## config.mk

```make
export PLATFORM = sky130hd
export DESIGN_NAME = rf_write_arbiter
export DESIGN_NICKNAME = d
export VERILOG_FILES = /design/src/rtl/rf_write_arbiter.sv
export SDC_FILE = /design/constraint.sdc
export NUM_CORES = 1
export LEC_CHECK = 0
export ABC_AREA = 0
export BUFFER_PORTS_ARGS = -buffer_cell sky130_fd_sc_hd__buf_2
export CAP_MARGIN = 20
export CORE_MARGIN = 4
export CORE_UTILIZATION = 58
export CTS_CLUSTER_SIZE = 14
export DETAILED_ROUTE_END_ITERATION = 12
export PLACE_DENSITY = 0.84
export SYNTH_ARGS = -nofsm -noshare
export SYNTH_HDL_FRONTEND = slang
export SYNTH_SLANG_ARGS = --single-unit
```

## constraint.sdc

```tcl
create_clock -name clk -period 6.63 [get_ports clk]
set_clock_uncertainty 0.2 [all_clocks]
set_input_delay 0.663 -clock clk [delete_from_list [all_inputs] [get_ports clk]]
set_output_delay 0.663 -clock clk [all_outputs]
set_load 0.05 [all_outputs]
```

## src/rtl/rf_write_arbiter.sv

```systemverilog
// rf_write_arbiter
//   Shares the register file's single write port between the WB stage of the
//   pipeline and the long-latency unit (mul/div). LU results are buffered in
//   a small FIFO. WB normally wins; the LU head is written whenever WB is
//   idle. If the head has waited MAX_WAIT cycles, WB is stalled for one cycle
//   and the head is forced through. The write port outputs are registered and
//   drive the register file's reg_write/rd/write_data inputs directly.
//
// Optional feature (macro RF_WARB_PENDING_MASK_EN):
//   Adds output lu_pending_mask[31:0]. Bit i is set when any buffered LU
//   entry targets register i, so the hazard unit can stall readers of that
//   register. Bit 0 is always clear. Without the macro the port is absent.
//
// Ports:
//   clk            clock, all state on rising edge
//   rst            asynchronous active-high reset
//   wb_we/wb_rd/wb_data     WB write request (rd==0 means no write)
//   wb_stall       WB must hold its request; it is ignored this cycle
//   lu_valid/lu_rd/lu_data  LU result, transferred on lu_valid & lu_ready
//   lu_ready       FIFO has room
//   rf_reg_write/rf_rd/rf_write_data  registered register file write port
//   lu_count       FIFO occupancy
module rf_write_arbiter #(
  parameter int LU_DEPTH = 2,
  parameter int MAX_WAIT = 4
) (
  input  logic                       clk,
  input  logic                       rst,
  input  logic                       wb_we,
  input  logic [4:0]                 wb_rd,
  input  logic [31:0]                wb_data,
  output logic                       wb_stall,
  input  logic                       lu_valid,
  input  logic [4:0]                 lu_rd,
  input  logic [31:0]                lu_data,
  output logic                       lu_ready,
  output logic                       rf_reg_write,
  output logic [4:0]                 rf_rd,
  output logic [31:0]                rf_write_data,
  output logic [$clog2(LU_DEPTH):0]  lu_count
`ifdef RF_WARB_PENDING_MASK_EN
  ,
  output logic [31:0]                lu_pending_mask
`endif
);

  localparam int PTR_W  = $clog2(LU_DEPTH);
  localparam int CNT_W  = PTR_W + 1;
  localparam int WAIT_W = $clog2(MAX_WAIT + 1);
  localparam logic [CNT_W-1:0]  DEPTH_C    = CNT_W'(LU_DEPTH);
  localparam logic [WAIT_W-1:0] MAX_WAIT_C = WAIT_W'(MAX_WAIT);

  typedef enum logic [1:0] {
    GRANT_NONE,
    GRANT_WB,
    GRANT_LU
  } grant_e;

  logic [4:0]        rd_mem   [LU_DEPTH];
  logic [31:0]       data_mem [LU_DEPTH];
  logic [PTR_W-1:0]  wr_ptr;
  logic [PTR_W-1:0]  rd_ptr;
  logic [CNT_W-1:0]  count;
  logic [WAIT_W-1:0] wait_cnt;

  grant_e            grant;
  logic [4:0]        grant_rd;
  logic [31:0]       grant_data;
  logic              wb_req;
  logic              push;
  logic              pop;

  assign wb_req   = wb_we & (wb_rd != 5'd0);
  // Both are taken from registered state only: a pop in the same cycle does
  // not open a slot, and the stall never depends on this cycle's requests.
  assign lu_ready = (count < DEPTH_C);
  assign wb_stall = (count != '0) && (wait_cnt >= MAX_WAIT_C);
  // Writes to x0 complete the handshake but are never buffered.
  assign push     = lu_valid & lu_ready & (lu_rd != 5'd0);
  assign pop      = (grant == GRANT_LU);
  assign lu_count = count;

  // NOTE: every output of a combinational block gets a default first so no
  // path leaves it unassigned, which would otherwise infer a latch.
  always_comb begin
    grant      = GRANT_NONE;
    grant_rd   = rd_mem[rd_ptr];
    grant_data = data_mem[rd_ptr];
    if (wb_stall) begin
      grant = GRANT_LU;
    end else if (wb_req) begin
      grant      = GRANT_WB;
      grant_rd   = wb_rd;
      grant_data = wb_data;
    end else if (count != '0) begin
      grant = GRANT_LU;
    end
  end

  // NOTE: sequential state uses non-blocking assignments so every register
  // samples pre-edge values, independent of statement order.
  always_ff @(posedge clk or posedge rst) begin
    if (rst) begin
      wr_ptr        <= '0;
      rd_ptr        <= '0;
      count         <= '0;
      wait_cnt      <= '0;
      rf_reg_write  <= 1'b0;
      rf_rd         <= 5'd0;
      rf_write_data <= 32'd0;
    end else begin
      if (push) wr_ptr <= wr_ptr + 1'b1;
      if (pop)  rd_ptr <= rd_ptr + 1'b1;

      case ({push, pop})
        2'b10:   count <= count + 1'b1;
        2'b01:   count <= count - 1'b1;
        default: ;
      endcase

      if (count == '0 || pop) begin
        wait_cnt <= '0;
      end else if (wait_cnt < MAX_WAIT_C) begin
        wait_cnt <= wait_cnt + 1'b1;
      end

      rf_reg_write <= (grant != GRANT_NONE);
      if (grant != GRANT_NONE) begin
        rf_rd         <= grant_rd;
        rf_write_data <= grant_data;
      end
    end
  end

  // NOTE: the FIFO storage is not reset; occupancy and pointers define which
  // entries are meaningful, so stale contents are never observed.
  always_ff @(posedge clk) begin
    if (push) begin
      rd_mem[wr_ptr]   <= lu_rd;
      data_mem[wr_ptr] <= lu_data;
    end
  end

`ifdef RF_WARB_PENDING_MASK_EN
  logic [PTR_W-1:0] offs;

  // An entry is live when its distance from the read pointer is below the
  // occupancy; only live entries contribute to the mask.
  always_comb begin
    lu_pending_mask = '0;
    offs            = '0;
    for (int i = 0; i < LU_DEPTH; i++) begin
      offs = PTR_W'(i) - rd_ptr;
      if ({1'b0, offs} < count) lu_pending_mask[rd_mem[i]] = 1'b1;
    end
    lu_pending_mask[0] = 1'b0;
  end
`else
  // Pending mask disabled: no port and no mask logic.
`endif

endmodule
```

==> metrics.md, run 1 <==
| Metric | Value |
|---|---|
| Slew Limit Fails | `0` |
| Final worst path period need | `3.17 ns` |
| Library cells used by synthesis | `33` |
| Register area | `3350 um2` |
| First-pass GRT wire length | `18500 um` |
| Avg Cell Area, Syn | `14.0 um2` |
| Max Freq | `0.315 GHz` |
| Mapped Cells | `366` |
| Die Y | `102 um` |
| Worst Path Required | `5.77 ns` |
| Io pins | `120` |
| Layout cells sized above 1 | `0.358` |
| Least-Margin Pin Slew | `1.09 ns` |
| Critical path class | `flop to primary output` |
| Htree depth | `4` |
| Count of final hold-check violations | `0` |
| Slew headroom | `0.272` |
| RR Startpoint | `lu_count[1]` |
| Area of the core | `8380 um2` |
| Vias in the first global route | `3509` |
| Leakage power | `2.51 nW` |
| Crit. End Element | `primary output` |
| Post-CTS resize count | `0` |
| Final Wtd Congestion | `0.798` |
| VDD IR-drop max | `0.279 mV` |
| CP Launch Point | `lu_count[1]` |
| Routed wire length | `12100 um` |
| Setup crit start kind | `flop` |
| Setup violators final | `0` |
| ANT nets after route | `0` |
| CTS Sinks | `119` |
| DR pass1 iterations | `5` |
| Cells on worst reg2reg path | `4` |
| Fin cells | `597` |
| Setup Slack @ Placement | `3.87 ns` |
| Area Growth Syn to Fin | `24.3%` |
| Iteration-0 DRC Markers | `263` |
| Hold crit path type | `input pin to flop` |
| Inserted Clock Buffers | `17` |
| Clock transition at path regs | `0.05 ns` |
| Cell Area, Synth | `5110 um2` |
| # rows | `33` |
| Worst-skew pair later-pin latency | `0.51 ns` |
| CTS tree | `built` |
| Clock Tree Root | `clkbuf_8` |
| Nets | `559` |
| Arrival time worst endpoint | `2.31 ns` |
| Gr usage total | `0.242` |
| Antenna violations before repair | `0` |
| Placed cell count | `563` |
| Mapped Nets | `446` |
| Pin count of the biggest net entering global routing | `46` |
| Total power | `3.14 mW` |
| Routed WL per cell | `20.3 um` |
| Area of the die | `10400 um2` |
| Global route overflow | `0` |
| Total number of vias | `3617` |
| Hold path depth | `1` |
| Post-Route Setup TNS | `0 ns` |
| Status | `completed` |
| Max Cap Viol | `0` |
| Multi-input logic area | `1590 um2` |
| Post-DP HPWL | `7340 um` |
| Hold Crit Start | `lu_data[18]` |
| Post-route worst setup slack | `3.46 ns` |
| Avg Vias per Cell | `6.06` |
| RSZ-0062 raised after global routing | `false` |
| Worst-path maximum fanout | `20` |
| Seq/Total Area, Yosys | `0.655` |
| Synth Register Bits | `119` |
| CTS hold repair buffers | `0` |
| Power per cell area | `494 nW/um2` |
| Layout fillers | `505` |
| Setup Buffers After CTS | `0` |
| Finished Core Util | `0.758` |
| Starting density of the core | `0.610` |
| Final Cycle Share | `0.478` |
| DRC | `0` |
| Die Wd | `102 um` |
| IO buf count | `119` |
| Yosys warning count | `0` |
| ANT cells | `0` |
| Clock tree buffer depth | `2` |
[synthesized netlist by cell type (all sizes together)]
cell	count	area share
edfxtp	74	0.43
dfrtp	45	0.22
mux2i	37	0.072
nand3	37	0.036
a21oi	32	0.031
nor3	32	0.031
o221a	32	0.071
buf	19	0.025
clkbuf	13	0.0095
o211ai	7	0.012
nand2	6	0.0044
mux2	5	0.011
inv	4	0.0029
nor2	4	0.0029
xnor2	4	0.0069
ha	2	0.0049
nor4b	2	0.0034
o21ai	2	0.0042
or2	2	0.0024
nor4	1	0.0012
o21a	1	0.0015
o21bai	1	0.0015
o311ai	1	0.0032
or3	1	0.0022
or4	1	0.0015
xor2	1	0.0017
[cell families (layout without fill, tap and decap cells)]
| family | count (synthesis) | in the layout | synth area share |
|---|---|---|---|
| flip-flops | 119 | 119 | 0.655 |
| adder cells (fa/ha/maj) | 2 | 2 | 0.00490 |
| XOR/XNOR | 5 | 5 | 0.00857 |
| AO/OA/AOI/OAI | 76 | 76 | 0.124 |
| buffers and inverters | 36 | 162 | 0.0379 |
| AND/OR/NAND/NOR | 86 | 86 | 0.0857 |
| multiplexers | 42 | 42 | 0.0835 |
[area by class of cell]
cell class,instances,share of cell area
Sequential cell,119,0.527
Tap cell,105,0.0207
Timing Repair Buffer,126,0.108
Clock inverter,9,0.0197
Clock buffer,23,0.0719
Inverter,4,0.00236
Multi-Input combinational cell,211,0.251
[metrics by stage]
step | instance area (um2) | hold WS [ns]
4_1_cts | 6320 | 0.116
2_1_floorplan | 5110 | 0.219
5_1_grt | 6350 | 0.118
6_report | 6350 | 0.140
3_3_place_gp | 5710 | 0.231
3_5_place_dp | 5740 | 0.272
[power by group]
part / total (mW) / internal (mW) / switching (mW)
sequential: 1.16 / 0.985 / 0.173
clock: 0.901 / 0.589 / 0.311
combinational: 1.08 / 0.349 / 0.729
total: 3.14 / 1.92 / 1.21
[sequential cells by signal, indices dropped and copies added, names as in the netlist]
register and flops:
rf_write_data 32, rf_reg_write 1, wait_cnt 3, rf_rd 5, data_mem 64, wr_ptr 1
rd_ptr 1, lu_count 2, rd_mem 10
[routing by layer]
| metal | global-route usage | vias up | routed length, um |
|---|---|---|---|
| met5 | 0 | - | 0 |
| met4 | 0.0949 | 0 | 196 |
| met3 | 0.0669 | 19 | 946 |
| met2 | 0.409 | 179 | 6430 |
| met1 | 0.299 | 1757 | 4530 |
| li1 | - | 1662 | - |
[placed cells by master (no fill, tap or decap), drive strengths merged, types with 3 or more instances in the layout]
cell type  instances
a21oi             32
buf              125
bufinv             3
clkbuf            23
clkinv             4
dfrtp             45
edfxtp            74
inv                4
mux2               5
mux2i             37
nand2              6
nand3             37
nor2               4
nor3              32
o211ai             7
o221a             32
xnor2              4
[path summary, 6_finish.rpt]
path,to,slack (ns)
max in group asynchronous,rd_ptr,5.26
setup / recovery,wb_stall,3.46
min in group asynchronous,rf_write_data[7],0.48
setup reg to reg,data_mem[0][22],3.86
hold reg to reg,wait_cnt[0],0.27
hold / removal,data_mem[1][18],0.14
[critical path: stages, from the launching register on]
cell	delay, ns
dfrtp_1	0.77
buf_4	0.38
o21ai_4	0.14
inv_1	0.20
buf_2	0.29
Power figures use the tool's default switching activity.
==> inputs of run 2 (changes only) <==
Settings changed: CORE_UTILIZATION 58 to 48, PLACE_DENSITY 0.84 to 0.74.
Clock period 6.63 ns to 2.55 ns, I/O delays scaled along.
==> run 2 against run 1 <==
Compared with the run above:
- wire length up 6.2%
- first-iteration DRC count down 15%
- final area up 16%
- clock power rose to 2.9 times the previous value
- sequential power up 140%
- non-clock buffer count up 87
- worst setup slack worse by 3.3 ns
- hold slack worse by 0.0019 ns
- sequential share of layout area down 7.1 points
- critical path depth unchanged
- power rose to 2.7 times the previous value
- sequential cell count unchanged
==> metrics.md, run 2 (same netlist as run 1, synthesis figures left out) <==
| Metric | Value |
|---|---|
| Post-CTS resize count | `0 (unchanged)` |
| Final worst path period need | `2.42 ns` |
| Reg-to-reg slack, setup | `0.16 ns (was 3.86 ns)` |
| Crit path to | `wb_stall (unchanged)` |
| Slew headroom | `0.512 (was 0.272)` |
| CP Launch Point | `lu_count[1] (unchanged)` |
| ANT nets after route | `0 (unchanged)` |
| Total number of vias | `3923 (was 3617)` |
| Max reg flops | `64 (unchanged)` |
| Worst-skew pair later-pin latency | `0.51 ns (about the same)` |
| Starting density of the core | `0.493 (was 0.610)` |
| Setup crit start kind | `flop (unchanged)` |
| Nets | `646 (was 559)` |
| Max Cap Viol | `0 (unchanged)` |
| Pin count of the biggest net entering global routing | `70 (was 46)` |
| Arrival time worst endpoint | `1.96 ns (was 2.31 ns)` |
| Post-DP HPWL | `7540 um (was 7340 um)` |
| Least-Margin Pin Slew | `0.732 ns (was 1.09 ns)` |
| Placed cell count | `598 (was 563)` |
| Vias in the first global route | `4101 (was 3509)` |
| Fin cells | `716 (was 597)` |
| CTS Sinks | `119 (unchanged)` |
| Antenna violations before repair | `1 (was 0)` |
| CTS tree | `built (unchanged)` |
| CTS hold repair buffers | `82 (was 0)` |
| # rows | `37 (was 33)` |
| Worst-path maximum fanout | `37 (was 20)` |
| Hold crit path type | `input pin to asynchronous set/reset pin (was input pin to flop)` |
| Clock transition at path regs | `0.06 ns (was 0.05 ns)` |
| Critical path class | `flop to primary output (unchanged)` |
| Leakage power | `2.91 nW (was 2.51 nW)` |
| DR pass1 iterations | `5 (unchanged)` |
| Avg Vias per Cell | `5.48 (was 6.06)` |
| Io pins | `120 (unchanged)` |
| Htree depth | `4 (unchanged)` |
| Global route overflow | `0 (unchanged)` |
| Worst Path Required | `2.10 ns (was 5.77 ns)` |
| First-pass GRT wire length | `20700 um (was 18500 um)` |
| Die Y | `111 um (was 102 um)` |
| Routed WL per cell | `17.9 um (was 20.3 um)` |
| Setup Buffers After CTS | `0 (unchanged)` |
| Layout cells sized above 1 | `0.320 (was 0.358)` |
| Most common cell after layout, fill and taps aside | `buf_2 (unchanged)` |
| Final Wtd Congestion | `0.780 (was 0.798)` |
| Largest Register | `data_mem (unchanged)` |
| Routed wire length | `12900 um (was 12100 um)` |
| VDD IR-drop max | `0.720 mV (was 0.279 mV)` |
| Count of final hold-check violations | `0 (unchanged)` |
| Setup violators final | `0 (unchanged)` |
| Inserted Clock Buffers | `17 (unchanged)` |
| Clock Tree Root | `clkbuf_8 (unchanged)` |
| Crit. End Element | `primary output (unchanged)` |
| Final Cycle Share | `0.948` |
| Largest regs | `data_mem x64, rf_write_data x32, rd_mem x10 (unchanged)` |
| RR Endpoint | `rf_write_data[0] (was data_mem[0][22])` |
| Area of the core | `10400 um2 (was 8380 um2)` |
| Iteration-0 DRC Markers | `223 (was 263)` |
| RSZ-0062 raised after global routing | `false (unchanged)` |
| IO buf count | `119 (unchanged)` |
| Gr usage total | `0.212 (was 0.242)` |
| Area Growth Syn to Fin | `43.7% (was 24.3%)` |
| Die Wd | `111 um (was 102 um)` |
| Clock tree buffer depth | `2 (unchanged)` |
| Status | `completed (unchanged)` |
| Cells on worst reg2reg path | `5 (was 4)` |
| RR Startpoint | `lu_count[1] (unchanged)` |
| Slew Limit Fails | `0 (unchanged)` |
| Setup Slack @ Placement | `0.246 ns (was 3.87 ns)` |
| Area of the die | `12400 um2 (was 10400 um2)` |
| Post-route worst setup slack | `0.132 ns (was 3.46 ns)` |
| Max Freq | `0.414 GHz` |
| Post-Route Setup TNS | `0 ns (unchanged)` |
| Commonest cells after routing, fill and taps aside | `buf_2 (119), dlygate4sd3_1 (82), edfxtp_1 (74) (was buf_2 (119), edfxtp_1 (74), dfrtp_1 (44))` |
| DRC | `0 (unchanged)` |
| Power per cell area | `1170 nW/um2 (was 494 nW/um2)` |
==> run 2: changes by cell type in the layout (fill, tap and decap cells not counted), sizes merged <==
cell and delta:
buf +6, bufinv +3, clkbuf -5, clkinv +2, diode +1, dlygate4sd3 +81
==> run 2: worst min path at each step <==
stage                                   end  cells past startpoint
final                     rf_write_data[30]                      3
after global routing      rf_write_data[30]                      3
after CTS                    data_mem[1][5]                      2
after detailed placement     data_mem[1][5]                      1
after global placement          wait_cnt[0]                      1
after floorplan              data_mem[0][0]                      0
==> run 2: routing by layer <==
layer / up-vias / global-route usage / part of all wire
li1: 1836 / - / -
met1: 1871 / 0.258 / 0.41
met2: 186 / 0.356 / 0.50
met3: 30 / 0.0535 / 0.063
met4: 0 / 0.0933 / 0.025
met5: - / 0 / 0
==> run 2: through the flow <==
| step | utilization | instance area (um2) | total power, mW | hold slack, ns |
|---|---|---|---|---|
| 5_1_grt | 0.708 | 7340 | 8.99 | 0.131 |
| 4_1_cts | 0.701 | 7270 | 8.56 | 0.246 |
| 3_5_place_dp | 0.560 | 5810 | 5.85 | 0.246 |
| 6_report | 0.708 | 7340 | 8.59 | 0.138 |
| 2_1_floorplan | - | 5130 | 5.15 | 0.154 |
| 3_3_place_gp | 0.560 | 5810 | 5.76 | 0.230 |
==> run 2: power breakdown <==
group / switching (mW) / leakage (nW) / internal [mW] / total [mW]
combinational: 2.12 / 1.40 / 1.05 / 3.17
clock: 0.828 / 0.316 / 1.78 / 2.60
sequential: 0.259 / 1.19 / 2.56 / 2.82
total: 3.21 / 2.91 / 5.38 / 8.59
==> run 2: layout make-up <==
cell class	instances	area [um2]
Sequential cell	119	3350
Fill cell	696	3030
Multi-Input combinational cell	211	1590
Timing Repair Buffer	213	1560
Clock buffer	18	418
Clock inverter	14	229
Tap cell	136	170
Inverter	4	18.8
Antenna cell	1	2.50
==> run 2: critical path, cell delays in order (launching register included) <==
cell     delay (ns)
dfrtp_1        0.38
buf_4          0.41
o21ai_4        0.17
inv_1          0.19
buf_2          0.30
